**config.mk**
```make
export PLATFORM = sky130hd
export DESIGN_NAME = reset_release_sequencer
export DESIGN_NICKNAME = d
export VERILOG_FILES = /design/src/rtl/reset_seq_pkg.sv /design/src/rtl/reset_seq_timer.sv /design/src/rtl/reset_release_sequencer.sv
export SDC_FILE = /design/constraint.sdc
export NUM_CORES = 1
export LEC_CHECK = 0
export ABC_AREA = 0
export BUFFER_PORTS_ARGS = -buffer_cell sky130_fd_sc_hd__buf_4
export CAP_MARGIN = 25
export CELL_PAD_IN_SITES_DETAIL_PLACEMENT = 0
export CELL_PAD_IN_SITES_GLOBAL_PLACEMENT = 2
export CORE_ASPECT_RATIO = 0.75
export CORE_MARGIN = 1
export CORE_UTILIZATION = 36
export DETAILED_ROUTE_END_ITERATION = 8
export PLACE_DENSITY = 0.82
export SLEW_MARGIN = 5
export SYNTH_ARGS = -nofsm -noshare
export SYNTH_HDL_FRONTEND = slang
export SYNTH_SLANG_ARGS = --single-unit
```
**constraint.sdc**
```tcl
create_clock -name sync_clock_in -period 2.3 [get_ports sync_clock_in]
set_input_delay 0.115 -clock sync_clock_in [delete_from_list [all_inputs] [get_ports sync_clock_in]]
set_output_delay 0.115 -clock sync_clock_in [all_outputs]
set_load 0.05 [all_outputs]
```
**src/rtl/reset_seq_pkg.sv**
```systemverilog
// Shared state encodings and sizing helpers for the reset release sequencer.
package reset_seq_pkg;

  localparam logic [2:0] ST_IDLE     = 3'd0;
  localparam logic [2:0] ST_DELAY    = 3'd1;
  localparam logic [2:0] ST_WAIT_ACK = 3'd2;
  localparam logic [2:0] ST_DONE     = 3'd3;
  localparam logic [2:0] ST_ERROR    = 3'd4;

  typedef enum logic [2:0] {
    IDLE     = ST_IDLE,
    DELAY    = ST_DELAY,
    WAIT_ACK = ST_WAIT_ACK,
    DONE     = ST_DONE,
    ERROR    = ST_ERROR
  } seq_state_e;

  // One counter serves both the settle delay and the ready timeout, so it is
  // sized for the larger of the two.
  function automatic int cnt_width(input int delay_cycles, input int timeout_cycles);
    int max_val;
    max_val = (delay_cycles > timeout_cycles) ? delay_cycles : timeout_cycles;
    return (max_val < 1) ? 1 : $clog2(max_val + 1);
  endfunction

endpackage

```
**src/rtl/reset_seq_timer.sv**
```systemverilog
// Up-counter with a registered terminal-count flag. The flag reflects
// (count == term) for the count it is registered alongside, so the caller
// must present the terminal value belonging to the state being entered.
module reset_seq_timer #(
  parameter int CW = 4
) (
  input  logic          sync_clock_in,
  input  logic          reset_in,
  input  logic          clear,
  input  logic          enable,
  input  logic [CW-1:0] term,
  output logic          tc
);

  logic [CW-1:0] count;
  logic [CW-1:0] count_next;

  // Next count: clear wins over enable.
  always_comb begin
    count_next = count;
    if (clear) begin
      count_next = '0;
    end else if (enable) begin
      count_next = count + 1'b1;
    end
  end

  // Count and terminal-count flag registers.
  always_ff @(posedge sync_clock_in or posedge reset_in) begin
    if (reset_in) begin
      count <= '0;
      tc    <= 1'b0;
    end else begin
      count <= count_next;
      tc    <= (count_next == term);
    end
  end

endmodule

```
**src/rtl/reset_release_sequencer.sv**
```systemverilog
// Releases downstream reset domains one at a time in index order, with a
// settle delay before each release and a bounded wait for each ready ack.
//
// state    | meaning
// ---------+----------------------------------------------------------
// IDLE     | upstream reset asserted; all domains held in reset
// DELAY    | settling before releasing domain seq_index_out
// WAIT_ACK | domain released, waiting for its ready (with timeout)
// DONE     | every domain released and acknowledged; outputs frozen
// ERROR    | ready timeout; all domains back in reset until upstream cycles
module reset_release_sequencer
  import reset_seq_pkg::*;
#(
  parameter int NUM_DOMAINS    = 4,
  parameter int DELAY_CYCLES   = 16,
  parameter int TIMEOUT_CYCLES = 1024,
  localparam int IW = (NUM_DOMAINS > 1) ? $clog2(NUM_DOMAINS) : 1
) (
  input  logic                   sync_clock_in,
  input  logic                   reset_in,
  input  logic                   reset_n_synced_in,
  input  logic [NUM_DOMAINS-1:0] domain_ready_in,
  output logic [NUM_DOMAINS-1:0] domain_reset_n_out,
  output logic                   seq_busy_out,
  output logic                   seq_done_out,
  output logic                   seq_error_out,
  output logic [IW-1:0]          seq_index_out
);

  localparam int            CW         = cnt_width(DELAY_CYCLES, TIMEOUT_CYCLES);
  localparam logic [CW-1:0] DELAY_TC   = CW'(DELAY_CYCLES - 1);
  localparam logic [CW-1:0] TIMEOUT_TC = (TIMEOUT_CYCLES == 0) ? '0 : CW'(TIMEOUT_CYCLES - 1);
  localparam logic [IW-1:0] LAST_IDX   = IW'(NUM_DOMAINS - 1);

  seq_state_e    state;
  seq_state_e    state_next;
  logic          tc;
  logic          ready_sel;
  logic          timeout_hit;
  logic          tmr_clear;
  logic          tmr_enable;
  logic [CW-1:0] tmr_term;

  assign ready_sel   = domain_ready_in[seq_index_out];
  assign timeout_hit = (TIMEOUT_CYCLES != 0) && tc;

  // Next-state decode; an upstream drop overrides everything.
  always_comb begin
    state_next = state;
    case (state)
      IDLE:     state_next = DELAY;
      DELAY:    if (tc) state_next = WAIT_ACK;
      WAIT_ACK: begin
        if (ready_sel) begin
          state_next = (seq_index_out == LAST_IDX) ? DONE : DELAY;
        end else if (timeout_hit) begin
          state_next = ERROR;
        end
      end
      default:  state_next = state;
    endcase
    if (!reset_n_synced_in) begin
      state_next = IDLE;
    end
  end

  // Timer restarts on every state entry so it can never wrap; with the
  // timeout disabled it simply stays parked at zero while waiting.
  always_comb begin
    tmr_clear  = (state_next != state) ||
                 !((state_next == DELAY) || (state_next == WAIT_ACK));
    tmr_enable = (state_next == DELAY) ||
                 ((state_next == WAIT_ACK) && (TIMEOUT_CYCLES != 0));
    tmr_term   = (state_next == WAIT_ACK) ? TIMEOUT_TC : DELAY_TC;
  end

  reset_seq_timer #(.CW(CW)) u_timer (
    .sync_clock_in (sync_clock_in),
    .reset_in      (reset_in),
    .clear         (tmr_clear),
    .enable        (tmr_enable),
    .term          (tmr_term),
    .tc            (tc)
  );

  // State and registered status/reset outputs.
  always_ff @(posedge sync_clock_in or posedge reset_in) begin
    if (reset_in) begin
      state              <= IDLE;
      domain_reset_n_out <= '0;
      seq_busy_out       <= 1'b0;
      seq_done_out       <= 1'b0;
      seq_error_out      <= 1'b0;
      seq_index_out      <= '0;
    end else begin
      state <= state_next;
      if (!reset_n_synced_in) begin
        domain_reset_n_out <= '0;
        seq_busy_out       <= 1'b0;
        seq_done_out       <= 1'b0;
        seq_error_out      <= 1'b0;
        seq_index_out      <= '0;
      end else begin
        case (state)
          IDLE: begin
            seq_busy_out  <= 1'b1;
            seq_index_out <= '0;
          end
          DELAY: begin
            if (tc) domain_reset_n_out[seq_index_out] <= 1'b1;
          end
          WAIT_ACK: begin
            if (ready_sel) begin
              if (seq_index_out == LAST_IDX) begin
                seq_done_out <= 1'b1;
                seq_busy_out <= 1'b0;
              end else begin
                seq_index_out <= seq_index_out + 1'b1;
              end
            end else if (timeout_hit) begin
              domain_reset_n_out <= '0;
              seq_error_out      <= 1'b1;
              seq_busy_out       <= 1'b0;
            end
          end
          default: ;
        endcase
      end
    end
  end

endmodule

```
### After elaboration in Yosys (flattened, before gate mapping)

Index checks and enable logic that the tools add are counted.
W data, S select, Z words.

* add/sub/neg operators: 2
* order comparisons: 2
* equal/unequal tests: 21
* multiplexer cells: 35
* bitwise operators: 1
* reductions and logical operators: 10

Operators by type and width (count)
* $mux W11: 2
* $mux W4: 4
* $mux W1: 14
* $mux W3: 4
* $reduce_and A3 Y1: 4
* $add A11 B1 Y11 const B: 1
* $eq A11 B10 Y1: 1
* $mux W10: 1
* $ne A3 B3 Y1 const B: 3
* $pmux W3 S3: 1
* $mux W2: 4
* $ne A2 B1 Y1 const B: 4
* $pmux W4 S2: 1
* $eq A3 B1 Y1 const B: 2
* $eq A3 B2 Y1 const B: 2
* $ne A3 B1 Y1 const B: 2
* $ne A3 B2 Y1 const B: 2
* $ne A4 B3 Y1 const B: 1
* $ne A4 B4 Y1 const B: 1
* $or A4 B4 Y4: 1
* $pmux W2 S2: 1
* $reduce_and A4 Y1: 1
* $logic_not A3 Y1: 1
* $lt A2 B3 Y1 const B: 1
* 11 further kinds: 12

* register bits: 24
* input port bits: 7
* output and inout bits: 9
* logic and storage cells: 79

### Depth between registers and ports, before layout

Gate-level depths: netlist of run 1.

* word-level depth: 11
* mapped depth: 8
* depth with buffers taken out: 6

### By module

From an unflattened synthesis of run 1, not the netlist that was laid out.

* cell total of the unflattened synthesis: 172
* area, all modules: 1585.3 um^2

By module, submodules not included
* reset_seq_timer: instances 1, cells each 92, area each 847.1 um^2, sequential area each 300.3 um^2
* reset_release_sequencer: instances 1, cells each 80, area each 738.2 um^2, sequential area each 300.3 um^2

### Worst setup path after synthesis of run 1

No wires, ideal clock.

* path kind: reg2reg
* start point: register seq_index_out[0]
* end point: register u_timer.tc
* library setup time: 111 ps
* arrival time: 2232 ps
* required time: 2189 ps
* slack: -44 ps
* cell stages (with the launch flop): 6
* buffers on the path: 0
* period minus slack after synthesis: 2344 ps
* cell sequence: dfrtp_1 mux4_2 or3_1 a211oi_2 o211ai_2 a2111oi_2

* longest elaborated chain between the ends: 11
* elaborated cells on any way between the ends: 17
* those cells by class: eq/ne: 5; mux: 9; reduce/logical: 3

Ends and longest elaborated chain
* start, declared: RTL line reset_release_sequencer.sv:27 `output logic [IW-1:0] seq_index_out`
* start signal, assigned: RTL line reset_release_sequencer.sv:118 `seq_index_out <= seq_index_out + 1'b1;`
* $bmux W1 S2 or $eq A2 B2 Y1 (tied branches): RTL line reset_release_sequencer.sv:44, reset_release_sequencer.sv:55
* $mux W1 (implied by the code) or $mux W2 (tied branches): RTL line reset_release_sequencer.sv:44, reset_release_sequencer.sv:55
* $mux W3 (*): RTL line reset_release_sequencer.sv:54 `if (ready_sel) begin`
* $pmux W3 S3 (*): RTL line reset_release_sequencer.sv:50 `case (state)`
* $mux W3 (*): RTL line reset_release_sequencer.sv:62 `if (!reset_n_synced_in) begin`
* $eq A3 B1 Y1 or $eq A3 B2 Y1 (tied branches)
* $logic_or A1 B1 Y1: RTL line reset_release_sequencer.sv:71, reset_release_sequencer.sv:72
* $logic_not A1 Y1: RTL line reset_release_sequencer.sv:71 `!((state_next == DELAY) || (state_next == WAIT_ACK));`
* $logic_or A1 B1 Y1: RTL line reset_release_sequencer.sv:70 `tmr_clear = (state_next != state) ||`
* $mux W11: RTL line reset_seq_timer.sv:21 `if (clear) begin`
* $eq A11 B10 Y1 (*): RTL line reset_seq_timer.sv:35 `tc <= (count_next == term);`
* end signal, assigned: RTL line reset_seq_timer.sv:35
* end, declared: RTL line reset_seq_timer.sv:12 `output logic tc`

Mark *: on every way between the ends. The rest lies on a longest branch, timed or not. The select of a mux whose other input is x is not followed.
A chain may end at the register's enable or synchronous reset.

### Final worst setup path of run 1

* start point: register seq_index_out[0]
* end point: register u_timer.count[2]

* longest elaborated chain between the ends: 10
* elaborated cells on any way between the ends: 15
* those cells by class: eq/ne: 4; mux: 8; reduce/logical: 3

Ends and longest elaborated chain
* $bmux W1 S2 or $eq A2 B2 Y1 (tied branches): RTL line reset_release_sequencer.sv:44, reset_release_sequencer.sv:55
* $mux W1 (implied by the code) or $mux W2 (tied branches): RTL line reset_release_sequencer.sv:44, reset_release_sequencer.sv:55
* $mux W3 (*): RTL line reset_release_sequencer.sv:54
* $pmux W3 S3 (*): RTL line reset_release_sequencer.sv:50
* $mux W3 (*): RTL line reset_release_sequencer.sv:62
* $eq A3 B1 Y1 or $eq A3 B2 Y1 (tied branches): RTL line reset_release_sequencer.sv:71, reset_release_sequencer.sv:72, reset_release_sequencer.sv:73
* $logic_or A1 B1 Y1: RTL line reset_release_sequencer.sv:71, reset_release_sequencer.sv:72
* $logic_not A1 Y1: RTL line reset_release_sequencer.sv:71
* $logic_or A1 B1 Y1: RTL line reset_release_sequencer.sv:70
* $mux W11 (*): RTL line reset_seq_timer.sv:21
* net u_timer.count_next[2]: RTL line reset_seq_timer.sv:16 `logic [CW-1:0] count_next;`
* end signal, assigned: RTL line reset_seq_timer.sv:34 `count <= count_next;`
* end, declared: RTL line reset_seq_timer.sv:15 `logic [CW-1:0] count;`

Mark *: on every way through the listed nets, which the timed path passes. The rest lies on a longest branch. The select of a mux whose other input is x is not followed.

==> flow_metrics.py, run 1 <==
metrics = {
    "finish": {
        "multiInputGateArea_sq_um": 772,
        "seq_area_sq_um": 602,
        "n_antenna_cell": 0,
        "finalNetCount": 191,
        "final_layout_size_suffix_gt1_share_pct": 20.2,
        "final.fill_count": 371,
        "area_growth_pct": 19.8,
    },
    "placed_design": {
        "globalplace.congestion": 0.851,
        "detailed_place_hpwl_mm": 2.50,
        "numPortBuffers": 15,
    },
    "min_path": {
        "hold_path.class": "in -> reg",
        "timing.hold.worst.start": "reset_n_synced_in",
        "hold_path_depth": 3,
        "min_delay_worst_endpoint": "seq_index_out[0]",
    },
    "cts": {
        "worstSkewPairLatency_ns": 0.26,
        "clk_pin_slew_worst_paths_ns": 0.08,
        "cts_setup_buffers": 0,
        "cts-htree-levels": 1,
        "root_buffer": "sky130_fd_sc_hd__clkbuf_8",
        "clock_sinks": 24,
        "tritoncts": "built",
        "cts-buffers-inserted": 3,
        "clockBufferDepth": 2,
    },
    "logic_synthesis": {
        "synthesis.nets": 168,
        "netlist_cell_types": 49,
        "synth-seq-cells": 24,
        "synth_ff_type": "sky130_fd_sc_hd__dfrtp_1",
        "synth.yosys.seq_area_share_pct": 41.7,
        "synthesis.area_sq_um": 1440,
        "synth_top_area_share_pct": 41.7,
        "synth_edf_count": 0,
        "synth_common_cells": "sky130_fd_sc_hd__nor2_1 (28), sky130_fd_sc_hd__dfrtp_1 (24), sky130_fd_sc_hd__inv_1 (10)",
        "synthMostInstantiatedCell": "sky130_fd_sc_hd__nor2_1",
        "post_synth.cell_area_avg_sq_um": 9.24,
        "synth.yosys.warnings": 0,
        "synth_largest_area_cell": "sky130_fd_sc_hd__dfrtp_1",
        "synth_top_cells_by_area": "sky130_fd_sc_hd__dfrtp_1 (42%), sky130_fd_sc_hd__nor2_1 (7.3%), sky130_fd_sc_hd__ha_1 (4.3%)",
        "postSynthCellCount": 156,
        "async_flop_share_pct": 100,
    },
    "die": {
        "starting_utilization_of_the_core_area_pct": 38.4,
        "core_area_sq_um": 3760,
        "dieHeight_microns": 56.8,
        "design.die.area_sq_um": 4260,
        "pin_count": 16,
        "placement_rows": 19,
        "die_span_x_microns": 75.1,
    },
    "route": {
        "route.antenna.remaining_nets": 0,
        "initialDrtViolationCount": 89,
        "avgRoutedWirePerCell_microns": 13.9,
        "via_count_normalized_by_instance_count": 5.22,
        "drt-pass1-iter-count": 4,
        "detail_route.wirelength_mm": 3.20,
        "vias": 1201,
        "number_of_design_rule_violations_left_after_detail_routing": 0,
    },
    "timing": {
        "clock.fmax_mhz": 460,
        "fin_worst_skew_ns": 0.00281,
        "finalCriticalPeriod_ns": 2.17,
        "final_count_of_hold_timing_violations": 0,
        "final-max-slew-violation-count": 0,
        "fin_tns_setup_ns": 0,
        "timing.slew.headroom_pct": 62.7,
        "tightestPinTransition_ns": 0.558,
        "grt_setup_unrepaired": "false",
        "final_min_period_over_clock_period_pct": 94.4,
        "finalSetupViolations": 0,
    },
    "power": {
        "cellPowerDensity_nw_per_um2": 500,
        "power.static_leakage_uw": 0.000720,
        "max-vdd-ir-drop_mv": 0.268,
        "p_total_uw": 863,
    },
    "grt": {
        "grt_first_pass_wirelength_mm": 5.29,
        "initial_antenna_violation_count": 0,
        "grt_start_max_net_pins": 15,
        "grt-ovfl-total": 0,
        "vias_in_the_first_global_route": 1062,
        "gr-usage-all-layers_pct": 16.5,
    },
    "setup_path": {
        "critical_path_required_ns": 2.49,
        "r2r_slack_ns": 0.13,
        "timing.rr.start": "seq_index_out[0]",
        "worstPathArrival_ns": 2.37,
        "worstSetupPathType": "reg -> reg",
        "reg2regPathDepth": 6,
        "setup.worst_path.end_class": "flip-flop",
        "reg2reg_end": "u_timer.count[2]",
        "critPathLaunchType": "flip-flop",
        "critical_path.max_fanout": 8,
    },
    "status": {
        "outcome": "finished clean",
    },
    "flow_run": {
        "max-cap-violations": 0,
    },
}
==> how the worst max path moves through the flow <==
stage / startpoint / end / depth (start not counted)
after floorplan: seq_index_out[0] / u_timer.tc / 5
after global placement: u_timer.count[0] / u_timer.tc / 6
after detailed placement: seq_index_out[0] / u_timer.count[10] / 6
after CTS: seq_index_out[0] / u_timer.count[10] / 6
after global routing: u_timer.count[0] / u_timer.tc / 6
final: seq_index_out[0] / u_timer.count[2] / 6
==> worst max-delay path: stages, from the launching register on <==
cell,delay (ns)
sky130_fd_sc_hd__dfrtp_2,0.43
sky130_fd_sc_hd__mux4_2,0.59
sky130_fd_sc_hd__or3_1,0.35
sky130_fd_sc_hd__a211oi_2,0.27
sky130_fd_sc_hd__o211ai_2,0.16
sky130_fd_sc_hd__buf_4,0.19
sky130_fd_sc_hd__nor2_1,0.11
==> layout by cell type, fill, tap and decap left out, types with 2 or more instances in the layout <==
| cell | instances |
|---|---|
| sky130_fd_sc_hd__o311ai_0 | 2 |
| sky130_fd_sc_hd__nand2b_1 | 5 |
| sky130_fd_sc_hd__xnor2_1 | 3 |
| sky130_fd_sc_hd__clkbuf_8 | 3 |
| sky130_fd_sc_hd__buf_4 | 22 |
| sky130_fd_sc_hd__o32ai_1 | 2 |
| sky130_fd_sc_hd__o21ai_0 | 6 |
| sky130_fd_sc_hd__o21a_1 | 2 |
| sky130_fd_sc_hd__and2_1 | 2 |
| sky130_fd_sc_hd__inv_1 | 10 |
| sky130_fd_sc_hd__nand2_1 | 6 |
| sky130_fd_sc_hd__dfrtp_1 | 23 |
| sky130_fd_sc_hd__a21oi_1 | 8 |
| sky130_fd_sc_hd__ha_1 | 5 |
| sky130_fd_sc_hd__nor2_1 | 28 |
| sky130_fd_sc_hd__nand4_1 | 5 |
| sky130_fd_sc_hd__or3_1 | 2 |
| sky130_fd_sc_hd__xor2_1 | 6 |
| sky130_fd_sc_hd__nand3_1 | 5 |
| sky130_fd_sc_hd__nor3_1 | 2 |
==> area by class of cell <==
type / count / area share [%]
Multi-Input combinational cell: 116 / 44.7
Inverter: 11 / 2.39
Clock buffer: 3 / 2.39
Sequential cell: 24 / 34.9
Clock inverter: 1 / 1.74
Tap cell: 52 / 3.77
Timing Repair Buffer: 23 / 10.1
==> per-stage QoR <==
stage                     setup WS, ns  utilization (%)  instances  hold slack (ns)  area (sq um)
after floorplan                  0.133                -        156            0.130          1440
after global placement           0.185             43.8        225            0.213          1650
after detailed placement         0.168             43.8        225            0.193          1650
after CTS                        0.112             46.0        230            0.124          1730
after global routing         0.0000893             46.0        230            0.135          1730
final                            0.128             46.0        230            0.143          1730
==> routing by layer <==
layer	part of all wire (%)	track usage, %
met3	5.1	5.21
met5	0	0
met4	0.31	1.89
met1	53	26.5
met2	41	21.6
==> power by group <==
part | internal [uW] | switching, uW | total (uW) | leakage, uW
Sequential | 426 | 6.13 | 432 | 0.000328
Combinational | 26.2 | 40.5 | 66.7 | 0.000357
Clock | 232 | 132 | 364 | 0.0000357
==> repair_timing <==
item,4_1_cts,5_1_grt
hold endpoints to repair,13,0
hold buffers,1,0
gates resized for setup,0,0
==> kinds of logic after synthesis <==
kind of cell | Yosys count | synth area share [%]
muxes | 3 | 3.04
DFF | 24 | 41.7
AOI/OAI and AO/OA | 33 | 17.0
buffers and inverters | 16 | 4.77
adders and majority gates | 5 | 4.34
and+or+nand+nor | 66 | 23.7
xor gates and xnor gates | 9 | 5.47
==> flip-flops by register name (all words and copies together) (netlist names) <==
signal,flops
seq_error_out,1
seq_busy_out,1
seq_index_out,2
domain_reset_n_out,4
state,3
seq_done_out,1
u_timer.tc,1
u_timer.count,11
Note: power is estimated with default switching activity, not from simulation.
==> run 2: changes to the inputs <==
--- a/config.mk
+++ b/config.mk
@@ -18,4 +18,5 @@
 export SLEW_MARGIN = 5
 export SYNTH_ARGS = -nofsm -noshare
 export SYNTH_HDL_FRONTEND = slang
+export SYNTH_HIERARCHICAL = 1
 export SYNTH_SLANG_ARGS = --single-unit
==> run 2 against run 1 <==
  * The run now ends with setup timing left
  * Combinational power rose by 100%
  * Core utilization up 11 points
  * Clock-buffer cell count unchanged
  * Largest power group unchanged
==> flow_metrics.py, run 2 <==
metrics = {
    "cts": {
        "cts-buffers-inserted": 3,
        "worstSkewPairLatency_ns": 0.27,
        "tritoncts": "built",
        "clockBufferDepth": 2,
        "cts-htree-levels": 1,
        "clk_pin_slew_worst_paths_ns": 0.10,
        "root_buffer": "sky130_fd_sc_hd__clkbuf_8",
        "clock_sinks": 24,
    },
    "setup_path": {
        "worstPathArrival_ns": 3.44,
        "crit_path_max_incr_delay_ns": 0.49,
        "critical_path.max_fanout": 4,
        "critical-path-slowest-cell": "sky130_fd_sc_hd__or4b_4",
        "setup.worst_path.end_class": "flip-flop",
        "critical_path_required_ns": 2.45,
        "worstPathCellList": "mux4_2, nor3_2, or4b_4, or2_4, a21oi_4, nand4_1, buf_4, or3_4, a211oi_1, a2111o_1, nor4_4",
        "worstSetupPathType": "reg -> reg",
        "critPathLaunchType": "flip-flop",
    },
    "die": {
        "core_area_sq_um": 4130,
        "pin_count": 16,
        "design.die.area_sq_um": 4680,
        "die_span_x_microns": 78.6,
        "starting_utilization_of_the_core_area_pct": 38.4,
        "placement_rows": 20,
        "dieHeight_microns": 59.5,
    },
    "grt": {
        "grt_first_pass_wirelength_mm": 7.37,
        "vias_in_the_first_global_route": 1553,
        "gr-usage-all-layers_pct": 20.8,
        "grt_start_max_net_pins": 17,
        "grt-ovfl-total": 0,
        "initial_antenna_violation_count": 0,
    },
    "placed_design": {
        "place_area_sq_um": 2040,
        "post_place_setup_slack_ns": -1.06,
        "numPortBuffers": 15,
        "detailed_place_hpwl_mm": 3.27,
        "globalplace.congestion": 0.855,
    },
    "logic_synthesis": {
        "synth_largest_area_cell": "sky130_fd_sc_hd__dfrtp_1",
        "synth_top_cells_by_area": "sky130_fd_sc_hd__dfrtp_1 (38%), sky130_fd_sc_hd__ha_1 (3.9%), sky130_fd_sc_hd__nor2b_1 (3.6%)",
        "synthMostInstantiatedCell": "sky130_fd_sc_hd__dfrtp_1",
        "synth.yosys.seq_area_share_pct": 37.9,
        "synth_ff_type": "sky130_fd_sc_hd__dfrtp_1",
        "async_flop_share_pct": 100,
        "synth_common_cells": "sky130_fd_sc_hd__dfrtp_1 (24), sky130_fd_sc_hd__nand2_1 (14), sky130_fd_sc_hd__nor2_1 (14)",
        "synth-seq-cells": 24,
        "post_synth.cell_area_avg_sq_um": 9.22,
        "synth.yosys.warnings": 6,
        "synth_edf_count": 0,
        "synth_top_area_share_pct": 37.9,
        "postSynthCellCount": 172,
        "netlist_cell_types": 49,
        "synthesis.area_sq_um": 1590,
    },
    "route": {
        "drt-pass1-iter-count": 4,
        "detail_route.wirelength_mm": 4.53,
        "number_of_design_rule_violations_left_after_detail_routing": 0,
        "initialDrtViolationCount": 125,
        "route.antenna.remaining_nets": 0,
        "via_count_normalized_by_instance_count": 5.20,
        "avgRoutedWirePerCell_microns": 15.5,
        "vias": 1519,
    },
    "power": {
        "cellPowerDensity_nw_per_um2": 401,
        "max-vdd-ir-drop_mv": 0.359,
        "power.static_leakage_uw": 0.00106,
    },
    "finish": {
        "largestRegisters": "u_timer/count x11, domain_reset_n_out x4, state x3",
        "utilization_pct": 57.0,
        "flip_flop_count_of_the_largest_register_after_layout": 11,
        "final_common_cell": "sky130_fd_sc_hd__buf_4",
        "finalNetCount": 250,
        "finalInstanceArea_sq_um": 2350,
        "n_antenna_cell": 0,
        "registers.top_by_ff_count": "u_timer/count",
        "final_layout_size_suffix_gt1_share_pct": 43.0,
        "area_growth_pct": 48.4,
        "top_library_cells_by_usage_in_the_layout_fill_and_taps_aside": "sky130_fd_sc_hd__buf_4 (55), sky130_fd_sc_hd__dfrtp_1 (22), sky130_fd_sc_hd__nor2_1 (14), sky130_fd_sc_hd__nand2_1 (11)",
    },
    "timing": {
        "final_min_period_over_clock_period_pct": 143,
        "finalCriticalPeriod_ns": 3.29,
        "fin_worst_skew_ns": 0.0100,
        "fin_tns_setup_ns": -5.29,
        "final_count_of_hold_timing_violations": 0,
        "final-max-slew-violation-count": 0,
        "tightestPinTransition_ns": 0.607,
        "post-route-worst-setup-slack_ns": -0.987,
        "finalSetupViolations": 12,
        "grt_setup_unrepaired": "true",
        "clock.fmax_mhz": 304,
        "timing.slew.headroom_pct": 59.4,
    },
    "status": {
        "violations": "setup timing",
        "outcome": "complete, but fails checks",
    },
    "flow_run": {
        "max-cap-violations": 0,
    },
    "min_path": {
        "hold_path.class": "in -> reg",
    },
}
-- run 2: cell types whose count changed in the layout (fill, tap and decap cells not counted), moves of 4 or more --
cell | previous run | this run
sky130_fd_sc_hd__buf_4 | 22 | 55
sky130_fd_sc_hd__buf_6 | 0 | 6
sky130_fd_sc_hd__conb_1 | 0 | 9
sky130_fd_sc_hd__nand2_1 | 6 | 11
sky130_fd_sc_hd__nand2b_1 | 5 | 1
sky130_fd_sc_hd__nand3_1 | 5 | 1
sky130_fd_sc_hd__nor2_1 | 28 | 14
sky130_fd_sc_hd__nor2b_1 | 0 | 9
sky130_fd_sc_hd__nor3b_1 | 1 | 5
sky130_fd_sc_hd__xor2_1 | 6 | 2
-- run 2: final timing paths --
path,start,endpoint,slack (ns),cells after the start
hold reg to reg,seq_error_out,seq_error_out,0.54,1
setup reg to reg,seq_index_out[0],u_timer/tc,-0.99,11
hold / removal,reset_n_synced_in,seq_error_out,0.28,3
setup / recovery,seq_index_out[0],u_timer/tc,-0.99,11
min in group asynchronous,reset_in,u_timer/count[1],0.43,3
max in group asynchronous,reset_in,seq_index_out[1],1.49,3
-- run 2: routing by layer --
layer | routed length (microns) | GRT usage, %
met4 | 25 | 4.50
met1 | 2180 | 28.0
met3 | 127 | 3.85
met2 | 2200 | 35.3
met5 | 0 | 0
-- run 2: logic make-up (layout without fill, tap and decap cells) --
logic type | Yosys count | after routing | share of synthesized area [%]
DFF | 24 | 24 | 37.9
xor gates and xnor gates | 6 | 6 | 4.18
adders and majority gates | 5 | 5 | 3.95
buffers and inverters | 16 | 74 | 5.05
and+or+nand+nor | 74 | 74 | 27.2
muxes | 8 | 8 | 6.08
AOI/OAI and AO/OA | 37 | 37 | 15.2
other | 2 | 9 | 0.474
-- run 2: final cells by class --
| cell class | count | area [sq um] |
|---|---|---|
| clock inverters | 1 | 30.0 |
| well taps | 55 | 68.8 |
| clock buffers | 3 | 41.3 |
| inverters | 8 | 30.0 |
| fillers | 381 | 1780 |
| flip-flops and latches | 24 | 603 |
| repair buffers | 62 | 490 |
| multi-input cells | 139 | 1090 |
-- run 2: what timing repair did --
| action | 4_1_cts | 5_1_grt |
|---|---|---|
| gates cloned | 0 | 0 |
| pin swaps | 6 | 10 |
| endpoints found under the setup margin | 12 | 12 |
| gates resized for setup | 15 | 17 |
| buffers inserted | 12 | 4 |
| hold buffers | 1 | 0 |
| hold endpoints to repair | 24 | 0 |
-- run 2: worst max-delay path, delay by kind of cell, from the launching register on --
| kind | cells | cell delay, ns |
|---|---|---|
| AOI/OAI and AO/OA | 3 | 0.69 |
| DFF | 1 | 0.43 |
| buffers and inverters | 1 | 0.22 |
| and+or+nand+nor | 6 | 1.45 |
| muxes | 1 | 0.38 |
-- run 2: power by group --
group	switching, uW	internal (uW)
Clock	145	233
Sequential	4.18	426
Combinational	69.7	65.7
-- run 2: through the flow --
stage,power (uW),instances,hold WS [ns]
2_1_floorplan,505,179,-0.0204
3_3_place_gp,541,277,0.180
6_report,943,292,0.283
4_1_cts,941,288,0.270
3_5_place_dp,545,277,0.185
5_1_grt,981,292,0.266
==> run 3: changes to the inputs <==
--- a/config.mk
+++ b/config.mk
@@ -14,7 +14,7 @@
 export CORE_MARGIN = 1
 export CORE_UTILIZATION = 36
 export DETAILED_ROUTE_END_ITERATION = 8
-export PLACE_DENSITY = 0.82
+export PLACE_DENSITY = 0.77
 export SLEW_MARGIN = 5
 export SYNTH_ARGS = -nofsm -noshare
 export SYNTH_HDL_FRONTEND = slang
==> run 3 against run 2 <==
  * The run still ends with setup timing left
  * Non-clock buffer count increased by 3
  * Via count increased by 1.5%
  * Total power decreased by 13%
  * Cell count increased by 0.68%
  * Die area unchanged
  * Clock skew decreased by 0.0065 ns
  * Critical path type unchanged
  * Highest routed layer unchanged
==> flow_metrics.py, run 3 (same netlist as run 2, synthesis figures left out) <==
metrics = {
    "status": {
        "outcome": "complete, but fails checks",
        "violations": "setup timing",
    },
    "die": {
        "pin_count": 16,
        "die_span_x_microns": 78.6,
        "design.die.area_sq_um": 4680,
        "dieHeight_microns": 59.5,
        "placement_rows": 20,
        "starting_utilization_of_the_core_area_pct": 38.4,
        "core_area_sq_um": 4130,
    },
    "grt": {
        "grt-ovfl-total": 0,
        "gr-usage-all-layers_pct": 19.7,
        "grt_first_pass_wirelength_mm": 6.86,
        "vias_in_the_first_global_route": 1384,
        "initial_antenna_violation_count": 0,
        "grt_start_max_net_pins": 16,
    },
    "finish": {
        "flip_flop_count_of_the_largest_register_after_layout": 11,
        "top_library_cells_by_usage_in_the_layout_fill_and_taps_aside": "sky130_fd_sc_hd__buf_4 (47), sky130_fd_sc_hd__dfrtp_1 (22), sky130_fd_sc_hd__buf_6 (17), sky130_fd_sc_hd__nor2_1 (13)",
        "finalNetCount": 253,
        "largestRegisters": "u_timer/count x11, domain_reset_n_out x4, state x3",
        "final_common_cell": "sky130_fd_sc_hd__buf_4",
        "registers.top_by_ff_count": "u_timer/count",
        "multiInputGateArea_sq_um": 1090,
        "seq_area_sq_um": 603,
        "final_layout_size_suffix_gt1_share_pct": 43.1,
        "n_antenna_cell": 0,
        "area_growth_pct": 50.4,
        "final.fill_count": 377,
    },
    "cts": {
        "clockBufferDepth": 2,
        "tritoncts": "built",
        "cts-buffers-inserted": 3,
        "cts-htree-levels": 1,
        "clock_sinks": 24,
        "clk_pin_slew_worst_paths_ns": 0.08,
        "root_buffer": "sky130_fd_sc_hd__clkbuf_8",
        "worstSkewPairLatency_ns": 0.26,
    },
    "placed_design": {
        "post_place_setup_slack_ns": -1.05,
        "globalplace.congestion": 0.826,
        "numPortBuffers": 15,
        "detailed_place_hpwl_mm": 3.12,
    },
    "timing": {
        "clock.fmax_mhz": 294,
        "fin_worst_skew_ns": 0.00352,
        "grt_setup_unrepaired": "true",
        "finalSetupViolations": 12,
        "timing.slew.headroom_pct": 63.0,
        "finalCriticalPeriod_ns": 3.41,
        "fin_worst_hold_slack_ns": 0.296,
        "final_min_period_over_clock_period_pct": 148,
        "fin_tns_setup_ns": -6.45,
        "final-max-slew-violation-count": 0,
        "post-route-worst-setup-slack_ns": -1.11,
        "final_count_of_hold_timing_violations": 0,
        "tightestPinTransition_ns": 0.554,
    },
    "power": {
        "power.share.sequential_pct": 52.3,
        "power.static_leakage_uw": 0.00111,
        "cellPowerDensity_nw_per_um2": 346,
        "max-vdd-ir-drop_mv": 0.207,
        "comb_power_share_pct": 17.9,
        "p_int_uw": 618,
        "net_switching_power_uw": 206,
        "switching_share_pct": 25.0,
        "p_clk_share_pct": 29.9,
    },
    "setup_path": {
        "critical_path_required_ns": 2.48,
        "crit_path_max_incr_delay_ns": 0.53,
        "critical-path-top-cell-by-count": "sky130_fd_sc_hd__or4b_4",
        "setup.worst_path.end_class": "flip-flop",
        "critPathLaunchType": "flip-flop",
        "worstSetupPathType": "reg -> reg",
        "critical-path-slowest-cell": "sky130_fd_sc_hd__or4b_4",
        "worstPathArrival_ns": 3.58,
        "worstPathCellList": "mux4_2, nor3_4, or4b_4, or2_4, a21oi_4, nand3_2, or4_4, and3_4, or4b_4, nor4_4",
        "critical_path.max_fanout": 4,
    },
    "route": {
        "initialDrtViolationCount": 117,
        "route.antenna.remaining_nets": 0,
        "detail_route.wirelength_mm": 4.49,
        "drt-pass1-iter-count": 4,
        "via_count_normalized_by_instance_count": 5.24,
        "vias": 1542,
        "avgRoutedWirePerCell_microns": 15.3,
        "number_of_design_rule_violations_left_after_detail_routing": 0,
    },
    "min_path": {
        "hold_path.class": "in -> reg",
    },
    "flow_run": {
        "max-cap-violations": 0,
    },
}
run 3: changes by cell type in the layout (fill, tap and decap cells not counted), sizes merged:
cell    change
buf         +3
bufinv      -1
run 3: final cells by class:
class                   count  share of cell area, %
inverters                   8                   1.26
multi-input cells         139                   45.6
clock buffers               3                   1.73
well taps                  55                   2.89
flip-flops and latches     24                   25.3
repair buffers             65                   23.3
run 3: metrics by stage:
| stage | total power (uW) | utilization [%] | instances | instance area (sq um) |
|---|---|---|---|---|
| global route | 868 | 57.7 | 294 | 2380 |
| detailed placement | 543 | 49.2 | 276 | 2030 |
| floorplan | 505 | - | 179 | 1640 |
| global placement | 541 | 49.2 | 276 | 2030 |
| CTS | 790 | 51.9 | 281 | 2140 |
| finish | 825 | 57.7 | 294 | 2380 |
run 3: critical path, delay by kind of cell (launching register included):
| kind | cells | cell delay (ns) |
|---|---|---|
| AOI/OAI and AO/OA | 1 | 0.19 |
| DFF | 1 | 0.42 |
| muxes | 1 | 0.42 |
| and+or+nand+nor | 8 | 2.29 |
run 3: final timing paths:
path / start / to / slack, ns / cells after the start
max reg2reg: seq_index_out[0] / u_timer/tc / -1.11 / 10
max in group asynchronous: reset_in / u_timer/count[7] / 1.51 / 3
min: reset_n_synced_in / seq_error_out / 0.30 / 3
max: seq_index_out[0] / u_timer/tc / -1.11 / 10
min in group asynchronous: reset_in / state[2] / 0.43 / 3
min reg2reg: seq_error_out / seq_error_out / 0.52 / 1
run 3: timing repair:
item / 4_1_cts / 5_1_grt
buffers inserted: 2 / 13
setup endpoints to repair: 11 / 12
hold endpoints to repair: 24 / 0
pin swaps: 4 / 7
hold buffers: 1 / 0
resized for setup: 12 / 35
run 3: power groups by stage:
stage	logic, uW	registers (uW)	clock network [uW]
after floorplan	63.6	442	0
after global placement	103	438	0
after detailed placement	104	438	0
after CTS	107	430	253
after global routing	159	432	277
final	147	431	246
run 3: layer usage:
metal / vias to the layer above / track usage [%] / part of all wire (%)
met5: - / 0 / 0
met4: 0 / 4.50 / 0.36
met3: 2 / 3.69 / 4.6
met2: 36 / 27.5 / 46
met1: 753 / 30.9 / 49
li1: 751 / - / -
